`src/rtl/divres_reconstructor.sv`:
```
// Rebuilds a divider dividend as R_0 = Q*D + R_n1 by shift-add, then one add.
// Ports: clk, rst_n, in_valid/in_ready + Q/D/R_n1 in, out_valid/out_ready + R_0/ovf/err out. Macro: DIVRES_RANGE_CHECK_EN.
module divres_reconstructor #(
  parameter int QW = 4,
  parameter int DW = 3,
  parameter int RW = 4,
  parameter int NW = 6
) (
  input  logic             clk,
  input  logic             rst_n,
  input  logic             in_valid,
  output logic             in_ready,
  input  logic [QW-1:0]    Q,
  input  logic [DW-1:0]    D,
  input  logic [RW-1:0]    R_n1,
  output logic             out_valid,
  input  logic             out_ready,
  output logic [QW+DW-1:0] R_0,
  output logic             ovf,
  output logic             err
);

  localparam int PW = QW + DW;
  localparam int SW = ((PW > NW) ? PW : NW) + 1;
  localparam int CW = $clog2(QW + 1);
  localparam logic [SW-1:0] LIM = SW'(1) << NW;
  localparam logic [CW-1:0] LAST = CW'(QW - 1);

  typedef enum logic [1:0] {
    IDLE,
    MUL,
    ADD,
    DONE
  } state_t;

  state_t        state;
  logic [QW-1:0] q_sh;
  logic [PW-1:0] d_sh;
  logic [PW-1:0] acc;
  logic [RW-1:0] r_hold;
  logic [CW-1:0] cnt;
  logic [SW-1:0] sum;

  // Extra headroom bit so ovf sees the untruncated sum.
  assign sum = SW'(acc) + SW'(r_hold);

  assign in_ready = (state == IDLE);

`ifdef DIVRES_RANGE_CHECK_EN
  logic [DW-1:0] d_hold;
  logic          range_err;

  assign range_err = (d_hold == '0) ||
                     (r_hold >= RW'(d_hold));

  always_ff @(posedge clk or negedge rst_n) begin
    if (!rst_n) begin
      d_hold <= '0;
      err    <= 1'b0;
    end else begin
      unique case (state)
        IDLE: begin
          if (in_valid) begin
            d_hold <= D;
            err    <= 1'b0;
          end
        end
        ADD:     err <= range_err;
        default: ;
      endcase
    end
  end
`else
  assign err = 1'b0;
`endif

  always_ff @(posedge clk or negedge rst_n) begin
    if (!rst_n) begin
      state     <= IDLE;
      q_sh      <= '0;
      d_sh      <= '0;
      acc       <= '0;
      r_hold    <= '0;
      cnt       <= '0;
      R_0       <= '0;
      ovf       <= 1'b0;
      out_valid <= 1'b0;
    end else begin
      unique case (state)
        IDLE: begin
          if (in_valid) begin
            q_sh   <= Q;
            d_sh   <= PW'(D);
            r_hold <= R_n1;
            acc    <= '0;
            cnt    <= '0;
            state  <= MUL;
          end
        end
        MUL: begin
          if (q_sh[0]) acc <= acc + d_sh;
          d_sh <= d_sh << 1;
          q_sh <= q_sh >> 1;
          cnt  <= cnt + 1'b1;
          // Fixed latency: always QW steps, no early exit.
          if (cnt == LAST) state <= ADD;
        end
        ADD: begin
          R_0       <= sum[PW-1:0];
          ovf       <= (sum >= LIM);
          out_valid <= 1'b1;
          state     <= DONE;
        end
        DONE: begin
          if (out_ready) begin
            out_valid <= 1'b0;
            state     <= IDLE;
          end
        end
        default: state <= IDLE;
      endcase
    end
  end

endmodule

```
`config.mk`:
```
export PLATFORM = sky130hd
export DESIGN_NAME = divres_reconstructor
export DESIGN_NICKNAME = d
export VERILOG_FILES = /design/src/rtl/divres_reconstructor.sv
export SDC_FILE = /design/constraint.sdc
export NUM_CORES = 1
export LEC_CHECK = 0
export ABC_AREA = 1
export BUFFER_PORTS_ARGS = -buffer_cell sky130_fd_sc_hd__clkbuf_2
export CAP_MARGIN = 30
export CELL_PAD_IN_SITES_DETAIL_PLACEMENT = 1
export CELL_PAD_IN_SITES_GLOBAL_PLACEMENT = 2
export CORE_MARGIN = 3
export CORE_UTILIZATION = 37
export DETAILED_ROUTE_END_ITERATION = 10
export PLACE_DENSITY_LB_ADDON = 0.1
export SLEW_MARGIN = 20
export SYNTH_ARGS = -nofsm -noshare
export SYNTH_HDL_FRONTEND = slang
export SYNTH_SLANG_ARGS = --single-unit
```
`constraint.sdc`:
```
create_clock -name clk -period 3 [get_ports clk]
set_input_delay 0 -clock clk [delete_from_list [all_inputs] [get_ports clk]]
set_output_delay 0 -clock clk [all_outputs]
set_load 0.05 [all_outputs]
```
==> results by stage <==
CTS:
- Clock latency on the worst-skew pair, taken at its later pin, is 290 ps.
- The TritonCTS clock tree is done.
- The number of clock buffers inserted by TritonCTS is 5.
- The H-tree was split into 2 levels.
- No sink is reached through more buffers than the 2 on the longest clock path.
- The number of sinks driven by the clock tree is 36.
- The clock root buffer is clkbuf_8.
- Clock-pin slew was measured on the worst setup and hold paths at about 80 ps.
- Post-CTS timing repair inserted 0 buffers for setup.
- The number of gates resized after CTS was 0.

Global route:
- The initial antenna violation count is 0.
- The number of global-route vias before repair is 1816.
- The overall overflow remaining after global route is 0.
- Entering global routing, the biggest net connects 21 pins.
- In the global route stage, overall resource usage came out at 0.181.
- The first global-routing pass estimated ~8900 microns of wire.

Critical path:
- In this run the worst path has a maximum fanout of 16.
- The setup slack on the worst flop-to-flop path is 900 ps.
- The origin of the critical flop-to-flop path is state[1].
- The critical path capture point type is a register.
- STA puts the critical path data required time at approximately 3200 ps.
- Data on the critical path arrives at its endpoint at about 2300 ps.
- The worst register-to-register path ends at acc[3].
- The worst register-to-register path has a depth of 9.
- The worst setup path is of the reg2reg kind.
- STA classifies the critical path startpoint as a register.

Hold path:
- The end point of the worst hold path is out_valid.
- The path class of the tightest hold or removal check is in2reg.
- Counting instances, the worst hold path has a depth of 3.
- In this run the most critical hold path is launched from out_ready.

Timing:
- The final period utilization is 0.701.
- At the pin with the least slew margin, the transition time is 551 ps.
- Static timing analysis puts the maximum clock frequency at 475 MHz.
- The worst path needs 2100 ps of the cycle, external delays included.
- Setup repair after global routing left no endpoint under its margin.
- The worst-case clock skew is 5.23 ps.
- The final setup TNS is 0 ps.
- The minimum hold slack is 29.4 ps.
- The count of endpoints failing hold in the final timing report came to 0.
- Headroom to the max-slew limit came out at 0.632.
- Setup violations remaining at the end of the flow were counted as 0.
- The number of slew-limit violations in the final report is 0.

Pwr:
- The portion of total power attributed to the clock network is 0.163.
- The proportion of total power due to net switching is 0.476.
- VDD sags by at most 0.000391 V.
- Dividing total power by cell area gives a power density of ~1100 nW/um^2.
- The part of the power in combinational logic is 0.513.
- The share of total power in sequential cells is 0.324.
- Summed over all nets, the switching power comes to 1.24 mW.
- In this run the static leakage power is roughly 1.3 nW.
- Internal power comes to 1.37 mW.

Floorplan:
- The area of the die is ~6500 sq um.
- The number of top-level pins is 26.
- Measured along the y axis, the die boundary spans 80.4 microns.
- For this configuration, the core starts out at a cell density of 0.391.
- In this run the standard cell core region covers 5240 sq um.
- The number of placement rows is 26.
- The floorplan step set the die width to between 80 and 90 microns.

Run:
- The count of maximum capacitance violations is 0.

Synth:
- The average instance in the mapped netlist occupies 8.15 sq um.
- Among all flip-flop cells after synthesis, the most frequent one is dfrtp_1.
- The number of enable flip-flop cells after synthesis is 0.
- The cell area that synthesis handed to floorplanning was 2050 sq um.
- The number of synthesis warnings is 0.
- Counting distinct cell types in the post-synthesis netlist gives 30.
- For this run, the register share of the synthesized area comes to 0.440.
- In the synthesized netlist, the number of instances is between 200 and 300.
- For this run, asynchronously set or reset flops after synthesis account for 1.00.
- The number of nets produced by synthesis is 284.
- The number of storage elements in the synthesis netlist is 36.

Drt:
- The number of iterations in the first detailed-routing pass is 4.
- In the routed design, unresolved DRC markers number 0.
- The count of nets left with antenna violations once routing finished came out at 0.
- The wire length per cell is 13.9 microns.
- Dividing the detail-routed via count by the number of cells gives 4.73.
- Wires add up to ~5000 microns.
- The number of DRC markers in iteration 0 is 60.
- The via count is 1708.

Layout:
- Of the cells placed in the final design, the portion with a size suffix greater than 1 is 0.134.
- 0 antenna diodes ended up in the layout.
- The net count reported at finish is 323.
- The final cell utilization of the core is 0.473.
- From synthesis to final layout, the design area changed by 21.1%.

Placed design:
- Detailed placement ended at an HPWL of 3920 microns.
- Input and output buffers added on the ports amount to 24.
- Routability-driven placement finished with a final weighted congestion of approximately 0.75.

Run status:
- The run finished with clean final reports.
-- worst max-delay path by stage --
| stage | startpoint | to | slack, ps | cells past startpoint |
|---|---|---|---|---|
| floorplan | state[0] | acc[3] | 1100 | 9 |
| global placement | state[1] | acc[3] | 960 | 9 |
| detailed placement | state[1] | acc[3] | 850 | 9 |
| CTS | state[1] | acc[0] | 860 | 9 |
| global route | state[1] | acc[0] | 660 | 9 |
| finish | state[1] | acc[3] | 900 | 9 |
-- state kept, by name, indices dropped and copies added, names as in the netlist --
| register | count |
|---|---|
| R_0 | 7 |
| acc | 7 |
| cnt | 3 |
| d_sh | 7 |
| out_valid | 1 |
| ovf | 1 |
| q_sh | 4 |
| r_hold | 4 |
| state | 2 |
-- per-stage QoR --
step / area, sq um / power (mW) / setup WS [ps] / instances
floorplan: 2050 / 1.86 / 1100 / 251
global placement: 2220 / 2.17 / 963 / 340
detailed placement: 2250 / 2.20 / 855 / 341
CTS: 2480 / 2.66 / 855 / 361
global route: 2480 / 2.89 / 657 / 361
finish: 2480 / 2.61 / 896 / 361
-- what timing repair did --
action	4_1_cts	5_1_grt
endpoints found under the hold margin	27	0
hold buffers	12	0
endpoints found under the setup margin	0	0
-- worst max-delay path: stages, from the launching register on --
cell and delay (ps):
dfrtp_1 410, inv_1 100, ha_1 470, inv_4 120, o21ai_4 370, inv_2 140, a21oi_4 170, inv_2 80
nand2_1 60, o21ai_1 60
-- Yosys cell counts (2+ instances only) --
cell	number	share of area
nand2_1	85	0.16
nor2_1	12	0.022
dfrtp_1	36	0.44
o21ai_0	10	0.024
clkbuf_1	2	0.0037
fa_1	2	0.020
xnor2_1	3	0.013
o22ai_1	6	0.018
nand4_1	6	0.018
a21oi_1	5	0.012
inv_2	2	0.0037
nand3_1	16	0.039
a31oi_1	5	0.015
inv_1	30	0.055
ha_1	16	0.098
-- cells in the final DEF (no fill, tap or decap), types with 6 or more instances in the layout --
master / Yosys / routed
nand3_1: 16 / 16
nor2_1: 12 / 12
dlygate4sd3_1: 0 / 12
clkbuf_2: 0 / 24
nand4_1: 6 / 6
ha_1: 16 / 16
dfrtp_1: 36 / 36
o22ai_1: 6 / 6
o21ai_0: 10 / 10
nand2_1: 85 / 85
inv_1: 30 / 30
-- power groups by stage --
stage / Clock, mW / Combinational [mW] / Sequential [mW]
3_3_place_gp: 0 / 1.32 / 0.854
2_1_floorplan: 0 / 0.874 / 0.988
4_1_cts: 0.440 / 1.36 / 0.852
3_5_place_dp: 0 / 1.34 / 0.860
6_report: 0.427 / 1.34 / 0.846
5_1_grt: 0.469 / 1.54 / 0.878
-- metal layers --
metal,share of wire,vias up,track usage
met2,0.47,20,0.296
met4,0.0093,0,0.0557
met3,0.022,5,0.0314
li1,-,892,-
met1,0.50,791,0.244
met5,0,-,0
-- layout make-up --
type | instances | area (sq um)
Multi-Input combinational cell | 177 | 987
Fill cell | 653 | 2760
Sequential cell | 36 | 901
Clock inverter | 2 | 35.0
Tap cell | 70 | 87.6
Timing Repair Buffer | 37 | 268
Inverter | 33 | 126
Clock buffer | 6 | 72.6
-- kinds of logic after synthesis --
| kind of cell | after synthesis | synth area share |
|---|---|---|
| AOI/OAI and AO/OA | 33 | 0.105 |
| xor gates and xnor gates | 4 | 0.0171 |
| adders and majority gates | 18 | 0.117 |
| buffers and inverters | 38 | 0.0771 |
| DFF | 36 | 0.440 |
| other | 1 | 0.00183 |
| and+or+nand+nor | 121 | 0.241 |
No activity file was read; power rests on OpenSTA's default activity.
